<file path="config.mk">
export PLATFORM = sky130hd
export DESIGN_NAME = mem_access_unit
export DESIGN_NICKNAME = d
export VERILOG_FILES = /design/src/rtl/mem_access_unit.sv
export SDC_FILE = /design/constraint.sdc
export NUM_CORES = 1
export LEC_CHECK = 0
export CORE_MARGIN = 10
export CORE_UTILIZATION = 40
export DETAILED_ROUTE_END_ITERATION = 8
export PLACE_DENSITY_LB_ADDON = 0.25
export SLEW_MARGIN = 5
export SYNTH_ARGS = -nofsm -noshare
export SYNTH_HDL_FRONTEND = slang
export SYNTH_SLANG_ARGS = --single-unit
</file>
<file path="constraint.sdc">
create_clock -name clock -period 3.8 [get_ports clock]
set_input_delay 0.38 -clock clock [delete_from_list [all_inputs] [get_ports clock]]
set_output_delay 0.38 -clock clock [all_outputs]
set_load 0.05 [all_outputs]
</file>
<file path="src/rtl/mem_access_unit.sv">
// Load/store initiator for a word-wide single-port synchronous RAM (RMW for sub-word stores).
// Optional `MEM_BOUNDS_CHECK_EN flags requests whose address lies above the RAM window.
module mem_access_unit #(
    parameter int MEM_ADDR_W = 14
) (
    input  logic                  clock,
    input  logic                  reset_n,
    input  logic                  req_valid,
    output logic                  req_ready,
    input  logic                  req_write,
    input  logic [1:0]            req_size,
    input  logic                  req_unsigned,
    input  logic [31:0]           req_addr,
    input  logic [31:0]           req_wdata,
    output logic                  resp_valid,
    output logic [31:0]           resp_rdata,
    output logic                  resp_error,
    output logic                  mem_write,
    output logic [MEM_ADDR_W-1:0] mem_addr,
    output logic [31:0]           mem_wdata,
    input  logic [31:0]           mem_rdata
);

    // state  | meaning
    // IDLE   | ready for a request
    // RD     | word address presented for read
    // CAP    | read data returned; extract lane or merge store data
    // WR     | single-cycle RAM write
    // RESP   | one-cycle response pulse
    localparam logic [2:0] S_IDLE = 3'd0;
    localparam logic [2:0] S_RD   = 3'd1;
    localparam logic [2:0] S_CAP  = 3'd2;
    localparam logic [2:0] S_WR   = 3'd3;
    localparam logic [2:0] S_RESP = 3'd4;

    localparam logic [1:0] SZ_BYTE = 2'b00;
    localparam logic [1:0] SZ_HALF = 2'b01;
    localparam logic [1:0] SZ_WORD = 2'b10;
    localparam logic [1:0] SZ_ILL  = 2'b11;

    logic [2:0]  state;
    logic        lat_write;
    logic [1:0]  lat_size;
    logic        lat_unsigned;
    logic [1:0]  lat_lane;
    logic [15:0] lat_wdata;

    logic        out_of_range;
    logic        req_err;
    logic [7:0]  lane_byte;
    logic [15:0] lane_half;
    logic [31:0] load_data;
    logic [31:0] merge_data;

`ifdef MEM_BOUNDS_CHECK_EN
    assign out_of_range = |req_addr[31:MEM_ADDR_W+2];
`else
    // Upper address bits are don't-care: accesses wrap within the RAM window.
    logic unused_hi_addr;
    assign out_of_range   = 1'b0;
    assign unused_hi_addr = ^req_addr[31:MEM_ADDR_W+2];
`endif

    always_comb begin
        req_err = (req_size == SZ_ILL)
               || (req_size == SZ_HALF && req_addr[0])
               || (req_size == SZ_WORD && req_addr[1:0] != 2'b00)
               || out_of_range;
    end

    always_comb begin
        lane_byte = mem_rdata[{lat_lane, 3'b000} +: 8];
        lane_half = lat_lane[1] ? mem_rdata[31:16] : mem_rdata[15:0];
        case (lat_size)
            SZ_BYTE: load_data = {{24{~lat_unsigned & lane_byte[7]}}, lane_byte};
            SZ_HALF: load_data = {{16{~lat_unsigned & lane_half[15]}}, lane_half};
            default: load_data = mem_rdata;
        endcase
    end

    // Only the addressed lane(s) change; everything else comes from the read word.
    always_comb begin
        merge_data = mem_rdata;
        if (lat_size == SZ_BYTE) begin
            merge_data[{lat_lane, 3'b000} +: 8] = lat_wdata[7:0];
        end else if (lat_lane[1]) begin
            merge_data[31:16] = lat_wdata;
        end else begin
            merge_data[15:0] = lat_wdata;
        end
    end

    always_ff @(posedge clock or negedge reset_n) begin
        if (!reset_n) begin
            state        <= S_IDLE;
            lat_write    <= 1'b0;
            lat_size     <= 2'b00;
            lat_unsigned <= 1'b0;
            lat_lane     <= 2'b00;
            lat_wdata    <= 16'h0000;
            mem_addr     <= '0;
            mem_wdata    <= 32'h0000_0000;
            resp_rdata   <= 32'h0000_0000;
            resp_error   <= 1'b0;
        end else begin
            case (state)
                S_IDLE: begin
                    if (req_valid) begin
                        lat_write    <= req_write;
                        lat_size     <= req_size;
                        lat_unsigned <= req_unsigned;
                        lat_lane     <= req_addr[1:0];
                        lat_wdata    <= req_wdata[15:0];
                        if (req_err) begin
                            resp_rdata <= 32'h0000_0000;
                            resp_error <= 1'b1;
                            state      <= S_RESP;
                        end else if (req_write && req_size == SZ_WORD) begin
                            mem_addr  <= req_addr[MEM_ADDR_W+1:2];
                            mem_wdata <= req_wdata;
                            state     <= S_WR;
                        end else begin
                            mem_addr <= req_addr[MEM_ADDR_W+1:2];
                            state    <= S_RD;
                        end
                    end
                end
                S_RD: begin
                    state <= S_CAP;
                end
                S_CAP: begin
                    if (lat_write) begin
                        mem_wdata <= merge_data;
                        state     <= S_WR;
                    end else begin
                        resp_rdata <= load_data;
                        resp_error <= 1'b0;
                        state      <= S_RESP;
                    end
                end
                S_WR: begin
                    resp_rdata <= 32'h0000_0000;
                    resp_error <= 1'b0;
                    state      <= S_RESP;
                end
                S_RESP: begin
                    state <= S_IDLE;
                end
                default: begin
                    state <= S_IDLE;
                end
            endcase
        end
    end

    // Decoded straight from state so the write strobe drops with reset asynchronously.
    assign req_ready  = (state == S_IDLE);
    assign resp_valid = (state == S_RESP);
    assign mem_write  = (state == S_WR);

endmodule
</file>
# Word-level counts from Yosys, hierarchy flattened
# Cells that the tools add are included.
# op_classes
add_sub_neg	1
n_eq_ne	14
n_shift	3
n_mux	24
bitwise	4
n_reduce_logical	14
# op_table
operator	count
$mux 32	8
$pmux 32 s2	2
$pmux 32 s3	1
$mux 16	3
$bwmux 32	1
$shift 8x7->32 const A	1
$shiftx 32x6->8	1
$shiftx 8x7->32	1
$pmux 3 s4	1
$mux 3	3
$ne 2x2->1 const B	4
$neg 5->7	1
$eq 3x2->1 const B	2
$reduce_and 5->1	1
$eq 2x1->1 const B	2
$eq 2x2->1 const B	2
$ne 2x1->1 const B	2
$reduce_and 4->1	1
$reduce_bool 2->1	2
$eq 3x1->1 const B	1
$eq 3x3->1 const B	1
$logic_and 1x1->1	3
$logic_not 3->1	1
$mux 1	3
other kinds (9)	12
# totals
reg_bits	104
inputBits	103
output_inout_bits	82
word_cells	70

# Logic depth before layout (Yosys ltp)
# Gate-level depths: netlist of the first run.
# depth
depth_word	7
mapped_depth	9
ltp_nobuf	6

# Worst setup path after synthesis of the first run
# OpenSTA, ideal clock, no wires.
# synth_timing
path_type	register to register
from	reg lat_lane[0]
to	reg mem_wdata[0]
arrival_time_ns	2.241
slack_ns	1.477
path_stages_with_launch	10
n_path_buf	3
period_less_slack_ns	2.323
cell_sequence	dfrtp_1 -> clkbuf_1 -> inv_1 -> ha_1 -> clkbuf_1 -> nor4bb_1 -> clkbuf_1 -> a221oi_1 -> a211o_1 -> a31oi_1
# synth_between
elab_chain_len	6
elab_cells_between_ends	7
classes_between	1 x add/sub; 2 x shift; 4 x mux
# synth_lines
element	line_no	rtl
start, declared	45	logic [1:0] lat_lane;
start signal, assigned	112	lat_lane <= req_addr[1:0];
$neg 5->7 *	85	merge_data[{lat_lane, 3'b000} +: 8] = lat_wdata[7:0];
$shiftx 8x7->32 / $shift 8x7->32 (equally long branches)	85	
$bwmux 32 *	85	
$mux 32 *	84	if (lat_size == SZ_BYTE) begin
$mux 32 *	132	if (lat_write) begin
$pmux 32 s2 *	106	case (state)
end signal, assigned	120	mem_wdata <= req_wdata;
end signal, assigned	133	mem_wdata <= merge_data;
end, declared	20	output logic [31:0] mem_wdata,
# Every way passes the cells marked *; elsewhere a longest branch is shown, timed or not. The select of a mux whose other input is x is not followed.
# A chain may end at the register's enable or synchronous reset.

# Worst setup path in the final report of the first run
# layout_timing
from	reg lat_size[1]
to	reg mem_wdata[22]
# layout_between
elab_chain_len	4
# layout_lines
element	line_no	rtl
start, declared	43	logic [1:0] lat_size;
start signal, assigned	110	lat_size <= req_size;
$logic_not 2->1	84	
$mux 32	84	
$mux 32	132	
$pmux 32 s2	106	
# No other way between the ends. The select of a mux whose other input is x is not followed.

==> metrics, run 1 <==
Required @ worst endpoint between 4000 and 5000 ps; post-route design area ~0.0079 mm²; Mapped Cells 598; dpl hpwl 15700 µm; Reg clk slew, reported paths approximately 80 ps; most common flop cell mapped by yosys dfrtp_1; vias per inst slightly below 6; post-synthesis sequential area ratio 44.4%; initial antenna violation count 0; sw power a little under 4 mW; DR WL met2 approximately 10000 µm; fin nets between 800 and 900; Max-Cap Viols 0; CTS Buf Count 9; r2r setup slk approximately 1200 ps; fin cells ~900; vias in the first global route 5511; H-tree Lvls 3; slowest stage delay, CP 940 ps; WL final approximately 21000 µm; clock power share between 10% and 20%; RePlAce Congestion slightly above 0.9; # rows 44; Setup TNS 0 ps; Lkg Pwr roughly 3.3 nW; Switching Share 51.3%; largest net degree at the start of global routing 66; DR WL/cell roughly 23 µm; worst r2r dst mem_wdata[22]; die width ~140 µm; Total GRT Usage about a fifth; critical path startpoint lat_size[1]; DP Area 0.00763 mm²; share of layout cells above drive strength 1 between 10% and 20%; CP Max Fanout between 60 and 70; DRT Pass-1 Iters 5; asr flop ratio synth between 90% and 100%; critical-path cell list or2_2 -> o21ai_0 -> a31oi_1; Initial Util roughly two fifths; Pins Over Slew Limit 0; yosys warns 0; Post-synth EDFFs 0; Fill cells roughly 1.3k; IO Pins 185; Internal Pwr Total approximately 3.8 mW; Critical R2R Launch lat_size[1]; FF-to-FF path depth 3; vias around 5.5k; footprint of the multi-input gates about 0.003 mm²; metal3 WL ~1300 µm; Startpoint Class register; placed cell count 905; Final period util 69.1%; syn avg cell area 9.80 µm²; unrepaired setup endpoints after global routing no; library cells used by synthesis 46; clock root buffer clkbuf_16; Hold Path Class in -> async; Die Area around 0.020 mm²; Iteration-0 DRC Markers about 580; f_max ~0.38 GHz; Gate power share between 60% and 70%; number of nets with antenna violations after routing 0; Worst Setup Path Type reg -> reg; Placeable Area 0.0144 mm²; IO Port Bufs 168; Final Hold Fails 0; Clk Latency, worst-skew pair around 360 ps; clock skew about 8 ps; CTS tree done; syn nets roughly 700; M1 WL 9220 µm; area grow syn2layout 35.0%; GRT overflow 0; clk sinks 104; P per Cell Area approximately 970 mW/mm²; die height about 140 µm; worst setup path end mem_wdata[22]; Hold-fix buffers, CTS 0; count of state elements after synthesis about 100; top layer used by detailed routing met4; Cell Area, Synth between 0.005 and 0.006 mm²; FF+latch area about 0.0026 mm²; actual slew at the worst max-slew pin about 1100 ps; Flop pwr share around 28%; Crit. End Element register; post-route minimum period roughly 2600 ps; Peak VDD IR 0.617 mV; first-pass GRT wire length around 33000 µm; Clock Path Buffers 2; critical path data arrival time about 2900 ps; Post-CTS Resized 0; setup bufs post-CTS 0; Final setup viols 0; WHS approximately 110 ps; Ant. Diodes 0; Worst slew margin 24.2%; status completed; total power draw 7.70 mW; Residual DRC 0; Max stage delay cell, worst path or2_2
-- power by group through the flow --
stage | combinational, mW | clock (mW) | sequential [mW]
floorplan | 2.02 | 0 | 3.24
global placement | 4.60 | 0 | 2.11
detailed placement | 4.65 | 0 | 2.14
CTS | 4.66 | 0.943 | 2.13
global route | 4.96 | 0.989 | 2.20
finish | 4.65 | 0.929 | 2.12
-- routing by layer --
metal,up-vias,GRT usage (%)
met2,206,33.2
met1,2690,27.2
met5,-,0
li1,2528,-
met3,26,5.11
met4,0,6.14
-- area by class of cell --
class	count	area share, %
multi-input cells	415	37.2
flip-flops and latches	104	32.9
repair buffers	180	22.4
well taps	184	2.91
clock buffers	9	2.85
inverters	22	1.04
clock inverters	7	0.775
-- logic make-up (layout without fill, tap and decap cells) --
family / Yosys count / count (layout) / share of synthesized area, %
AO/OA/AOI/OAI: 228 / 228 / 25.6
flip-flops: 104 / 104 / 44.4
buffers and inverters: 79 / 218 / 5.70
adder cells (fa/ha/maj): 5 / 5 / 1.07
multiplexers: 73 / 73 / 13.3
AND/OR/NAND/NOR: 109 / 109 / 9.91
-- placed cells by master (no fill, tap or decap), types with 6 or more instances in the layout --
master           netlist  routed
a31oi_1               35      35
a211o_1                9       9
a21oi_1               72      72
dfrtp_1              104     103
clkdlybuf4s50_1        0     167
a221o_1                9       9
nand2_1               50      50
a221o_2                7       7
mux2_2                40      40
nor2b_1               10      10
inv_1                 22      22
nand4b_1               9       9
a32o_1                 8       8
clkbuf_16              0       9
buf_4                  0      13
nand3_1               10      10
a221oi_1               8       8
a22o_1                 6       6
mux2i_1               33      33
o21ai_0               41      41
o22ai_1               16      16
-- synthesized netlist by cell type, types with 12 or more instances --
cell	count	area, µm²
a21oi_1	72	360
a31oi_1	35	219
buf_2	12	60.1
clkbuf_1	33	124
dfrtp_1	104	2600
inv_1	22	82.6
mux2_2	40	450
mux2i_1	33	330
nand2_1	50	188
o21ai_0	41	205
o22ai_1	16	100
-- worst min path at each step --
stage | slack, ps | endpoint | cells after the start
after global routing | 180 | resp_rdata[18] | 1
after floorplan | 80 | lat_lane[0] | 0
after detailed placement | 470 | resp_rdata[7] | 1
after CTS | 150 | resp_rdata[30] | 1
after global placement | 460 | resp_rdata[7] | 1
final | 110 | resp_rdata[27] | 1
-- worst max-delay path: cells and delay by family (launching register included) --
| kind | cells | cell delay [ps] |
|---|---|---|
| compound gates | 2 | 690 |
| flops | 1 | 910 |
| simple gates | 1 | 940 |
-- through the flow --
step                      setup slack [ps]  utilization, %
after floorplan                       1480               -
after global placement                1150            52.9
after detailed placement              1060            52.9
after CTS                             1240            54.9
after global routing                  1010            54.9
final                                 1170            54.9
-- sequential cells by signal, indices dropped and copies added, names as in the netlist, 2 cells and up --
register and cells:
lat_lane 2, resp_rdata 32, state 3, mem_wdata 32
mem_addr 14, lat_size 2, lat_wdata 16
Note: power is estimated with default switching activity, not from simulation.
==> run 2: changes to the inputs <==
- clock period: 3.8 -> 2.72 ns (I/O delays scaled with it)
==> run 2 against run 1 <==
Net effect: highest routed layer unchanged; core utilization grew 0.75 points; routed wire length down 0.67%; largest power group unchanged; first-iteration DRC count decreased by 19%; via count shrank 0.62%; worst setup slack lost 950 ps; maximum frequency increased by 5.3%.
==> metrics, run 2 (synthesis gave the netlist of run 1 again) <==
Fill cells 1291 (-1.1%); Total GRT Usage 20.6% (-0.24 points); Initial Util 40.6% (unchanged); placed cell count 916 (+1.2%); DR WL/cell 22.4 µm (-1.8%); Required @ worst endpoint 3020 ps (-1060 ps); Setup TNS 0 ps (unchanged); clock root buffer clkbuf_16; most frequent cells in the layout clkdlybuf4s50_1 (167), dfrtp_1 (103), a21oi_1 (72); Peak VDD IR 0.806 mV (+31%); die width 141 µm (unchanged); sw power 5.48 mW (+39%); RePlAce Congestion 0.904 (-0.67%); clk sinks 104 (unchanged); vias per inst 5.81 (-1.8%); # rows 44 (unchanged); vias in the first global route 5577 (+1.2%); IO Pins 185 (unchanged); Crit. End Element register; CTS tree done; Largest regs mem_wdata (32), resp_rdata (32), lat_wdata (16); Flop pwr share 26.9% (-0.7 points); unrepaired setup endpoints after global routing no; critical path data arrival time 2790 ps (-120 ps); Die Area 0.0199 mm² (unchanged); Hold Path Class in -> async; DP Area 0.00771 mm² (+1.1%); Pins Over Slew Limit 0 (unchanged); Final period util 91.8% (+23 points); post-route design area 0.00802 mm² (+1.4%); Critical R2R Launch state[0]; critical path startpoint state[0]; first-pass GRT wire length 32600 µm (-0.65%); Final Hold Fails 0 (unchanged); Placeable Area 0.0144 mm² (unchanged); Startpoint Class register; clock skew 10.7 ps (+2.68 ps); post-route minimum period 2500 ps (-131 ps); CP Max Fanout 16 (-75%); Final setup viols 0 (unchanged); clock power share 12.6% (+0.5 points); area grow syn2layout 36.8%; die height 141 µm (unchanged); Clock Path Buffers 2 (unchanged); status completed; dpl hpwl 15700 µm (+0.25%); actual slew at the worst max-slew pin 1100 ps (-29.4 ps); fin nets 851 (+1.3%); GRT overflow 0 (unchanged); WL final 20800 µm (-0.67%); Clk Latency, worst-skew pair 360 ps (about the same); IO Port Bufs 168 (unchanged); initial antenna violation count 0 (unchanged); Max-Cap Viols 0 (unchanged); largest net degree at the start of global routing 57 (-14%); Reg clk slew, reported paths 70 ps (about the same); number of nets with antenna violations after routing 0 (unchanged); CTS Buf Count 9 (unchanged); vias 5416 (-0.62%); DRT Pass-1 Iters 6 (+1); total power draw 10.9 mW (+42%); Residual DRC 0 (unchanged); fin cells 932 (+1.2%); Worst slew margin 26.5% (+2.2 points); most common cell after layout, fill and taps aside clkdlybuf4s50_1; Lkg Pwr 3.32 nW (+2.0%); Worst Setup Path Type reg -> reg; f_max 0.401 GHz (+5.3%); Ant. Diodes 0 (unchanged); Post-CTS Resized 0 (unchanged); Switching Share 50.2% (-1.0 points); Iteration-0 DRC Markers 467 (-19%); share of layout cells above drive strength 1 13.0% (+1.3 points); H-tree Lvls 3 (unchanged); Internal Pwr Total 5.42 mW (+45%); Hold-fix buffers, CTS 0 (unchanged); Gate power share 60.6% (+0.3 points); setup bufs post-CTS 0 (unchanged); P per Cell Area 1360 mW/mm² (+40%)
-- run 2: changes by cell type in the layout (fill, tap and decap cells not counted) --
| cell | previous run | this run |
|---|---|---|
| bufinv_16 | 0 | 1 |
| clkinv_2 | 1 | 0 |
| inv_6 | 2 | 3 |
| clkbuf_8 | 0 | 1 |
| buf_4 | 13 | 24 |
| inv_8 | 2 | 0 |
-- run 2: per-layer routing --
metal,vias to the layer above,routed length (µm),track usage [%]
met2,213,10200,34.4
met5,-,0,0
met4,0,354,5.49
li1,2536,-,-
met1,2641,8690,25.4
met3,26,1570,5.81
-- run 2: final timing paths --
path	end	slack, ps	cells past startpoint
min in group clock	mem_wdata[24]	480	3
setup reg to reg	resp_rdata[30]	220	3
setup / recovery	resp_rdata[30]	220	3
hold reg to reg	resp_rdata[7]	480	1
hold / removal	resp_rdata[27]	8	2
max in group asynchronous	lat_wdata[2]	2200	2
-- run 2: power groups by stage --
stage          registers, mW  logic, mW  clock network [mW]
5_1_grt                 3.04       7.04                1.46
6_report                2.93       6.60                1.37
3_3_place_gp            2.92       6.54                   0
3_5_place_dp            2.96       6.59                   0
4_1_cts                 2.94       6.61                1.39
2_1_floorplan           4.53       2.82                   0
-- run 2: cell type report --
type	instances	area, µm²	area share [%]
Clock inverter	6	72.6	0.905
Timing Repair Buffer	191	1850	23.1
Multi-Input combinational cell	415	2940	36.7
Inverter	22	82.6	1.03
Clock buffer	10	239	2.98
Sequential cell	104	2600	32.5
Tap cell	184	230	2.87
-- run 2: metrics by stage --
step	setup WS [ps]	util (%)	hold WS [ps]
floorplan	397	-	-23.6
CTS	260	55.6	41.0
detailed placement	278	53.4	425
global placement	382	53.4	416
finish	224	55.6	7.73
global route	126	55.6	62.4
-- run 2: critical path: stages, from the launching register on --
cell and delay [ps]:
dfrtp_1 520, or4b_4 700, a2111oi_4 960, a221o_2 240
==> run 3: changes to the inputs <==
- CORE_MARGIN: 10 -> 5
- CORE_UTILIZATION: 40 -> 25
- SETUP_SLACK_MARGIN: not set -> 0.2
==> run 3 against run 2 <==
Net effect: hold slack better by 380 ps; clock skew is 2.2 ps lower; combinational power is 2% higher.
==> metrics, run 3 (synthesis gave the netlist of run 1 again) <==
status completed; setup ws final 475 ps (+250 ps); number of nets with antenna violations after routing 0 (unchanged); Clk Latency, worst-skew pair 360 ps (about the same); share of layout cells above drive strength 1 12.9% (-0.035 points); Startpoint Class register; Iteration-0 DRC Markers 541 (+16%); CTS Buf Count 9 (unchanged); clock root buffer clkbuf_16; CTS tree done; Die Area 0.0266 mm² (+34%); Reg clk slew, reported paths 70 ps (about the same); critical path data arrival time 1970 ps (-820 ps); Total GRT Usage 16.2% (-4.4 points); area grow syn2layout 40.6%; P per Cell Area 1340 mW/mm² (-1.7%); clock skew 8.53 ps (-2.16 ps); Fill cells 2413 (+87%); vias per inst 5.11 (-12%); IO Port Bufs 168 (unchanged); vias 5466 (+0.92%); Final setup viols 0 (unchanged); f_max 0.445 GHz (+11%); Initial Util 25.2% (-15 points); IO Pins 185 (unchanged); GRT overflow 0 (unchanged); Final period util 82.5% (-9.2 points); actual slew at the worst max-slew pin 1010 ps (-88.4 ps); post-route minimum period 2250 ps (-250 ps); Lkg Pwr 3.36 nW (+1.0%); Max-Cap Viols 0 (unchanged); Hold Path Class in -> async; Placeable Area 0.0233 mm² (+61%); post-route design area 0.00824 mm² (+2.8%); WL final 21700 µm (+4.1%); Setup TNS 0 ps (unchanged); die width 163 µm (+16%); H-tree Lvls 3 (unchanged); vias in the first global route 5483 (-1.7%); initial antenna violation count 2 (+2); Required @ worst endpoint 2450 ps (-570 ps); DRT Pass-1 Iters 8 (+2); DP Area 0.00791 mm² (+2.6%); die height 163 µm (+16%); Pins Over Slew Limit 0 (unchanged); Largest regs mem_wdata (32), resp_rdata (32), lat_wdata (16); first-pass GRT wire length 33300 µm (+2.0%); most common cell after layout, fill and taps aside clkdlybuf4s50_1; dpl hpwl 16200 µm (+3.1%); Worst Setup Path Type reg -> out; most frequent cells in the layout clkdlybuf4s50_1 (166), dfrtp_1 (103), a21oi_1 (72); pre-CTS WS 488 ps (+209 ps); Crit. End Element primary output; clk sinks 104 (unchanged); slowest stage delay, CP 850 ps (-110 ps); Final Hold Fails 0 (unchanged); RePlAce Congestion 0.864 (-4.4%); Ant. Diodes 0 (unchanged); Residual DRC 0 (unchanged); largest net degree at the start of global routing 64 (+12%); critical-path cell list nor3b_1 -> clkdlybuf4s50_1; Worst slew margin 32.4% (+5.9 points); DR WL/cell 20.3 µm (-9.2%); Max stage delay cell, worst path clkdlybuf4s50_1; # rows 56 (+27%); CP Max Fanout 10 (-6); fin nets 853 (+0.24%); Clock Path Buffers 2 (unchanged); unrepaired setup endpoints after global routing no; Peak VDD IR 0.704 mV (-13%)
==> run 3: cell types whose count changed in the layout (fill, tap and decap cells not counted), sizes merged <==
cell	before	now
clkinvlp	1	3
inv	25	23
buf	24	25
bufinv	1	2
clkdlybuf4s50	167	166
clkinv	1	0
dlygate4sd3	0	1
dlymetal6s2s	0	1
==> run 3: final cells by class <==
cell class	instances	area, µm²	share of cell area [%]
Clock buffer	10	229	2.78
Clock inverter	6	91.3	1.11
Inverter	22	82.6	1.00
Multi-Input combinational cell	415	2940	35.7
Sequential cell	104	2600	31.6
Tap cell	319	399	4.84
Timing Repair Buffer	193	1900	23.0
==> run 3: power breakdown <==
part	switching (mW)	internal [mW]
sequential	0.603	2.26
combinational	4.29	2.46
clock	0.604	0.811
total	5.49	5.52
==> run 3: worst max-delay path, delay by kind of cell, from the launching register on <==
family | cells | cell delay (ps)
buffers and inverters | 1 | 850
DFF | 1 | 530
and+or+nand+nor | 1 | 230
==> run 3: worst paths after layout <==
path	from	endpoint	slack, ps	cells past startpoint
max in group asynchronous	reset_n	resp_rdata[31]	1660	3
setup reg to reg	state[1]	mem_wdata[22]	530	4
hold reg to reg	resp_rdata[7]	resp_rdata[7]	480	1
min in group clock	req_wdata[30]	mem_wdata[30]	480	3
setup / recovery	state[2]	resp_valid	470	2
hold / removal	reset_n	mem_wdata[29]	390	2
==> run 3: timing repair <==
action	CTS	global route
hold endpoints to repair	26	0
resized for setup	0	1
endpoints found under the setup margin	0	1
hold buffers	1	0
buffers inserted	0	0
==> run 3: metal layers <==
layer	share of wire, %	vias up	global-route usage, %
li1	-	2555	-
met1	45	2666	22.3
met2	46	215	25.2
met3	7.6	26	4.52
met4	1.7	4	4.08
met5	0.14	-	0
==> run 3: metrics by stage <==
| step | cells | power [mW] | util, % | hold slack, ps |
|---|---|---|---|---|
| finish | 1069 | 11.0 | 35.4 | 387 |
| detailed placement | 1052 | 9.64 | 34.0 | 235 |
| floorplan | 598 | 7.34 | - | -23.6 |
| global placement | 1052 | 9.61 | 34.0 | 247 |
| global route | 1069 | 11.7 | 35.4 | 413 |
| CTS | 1069 | 11.1 | 35.4 | 393 |
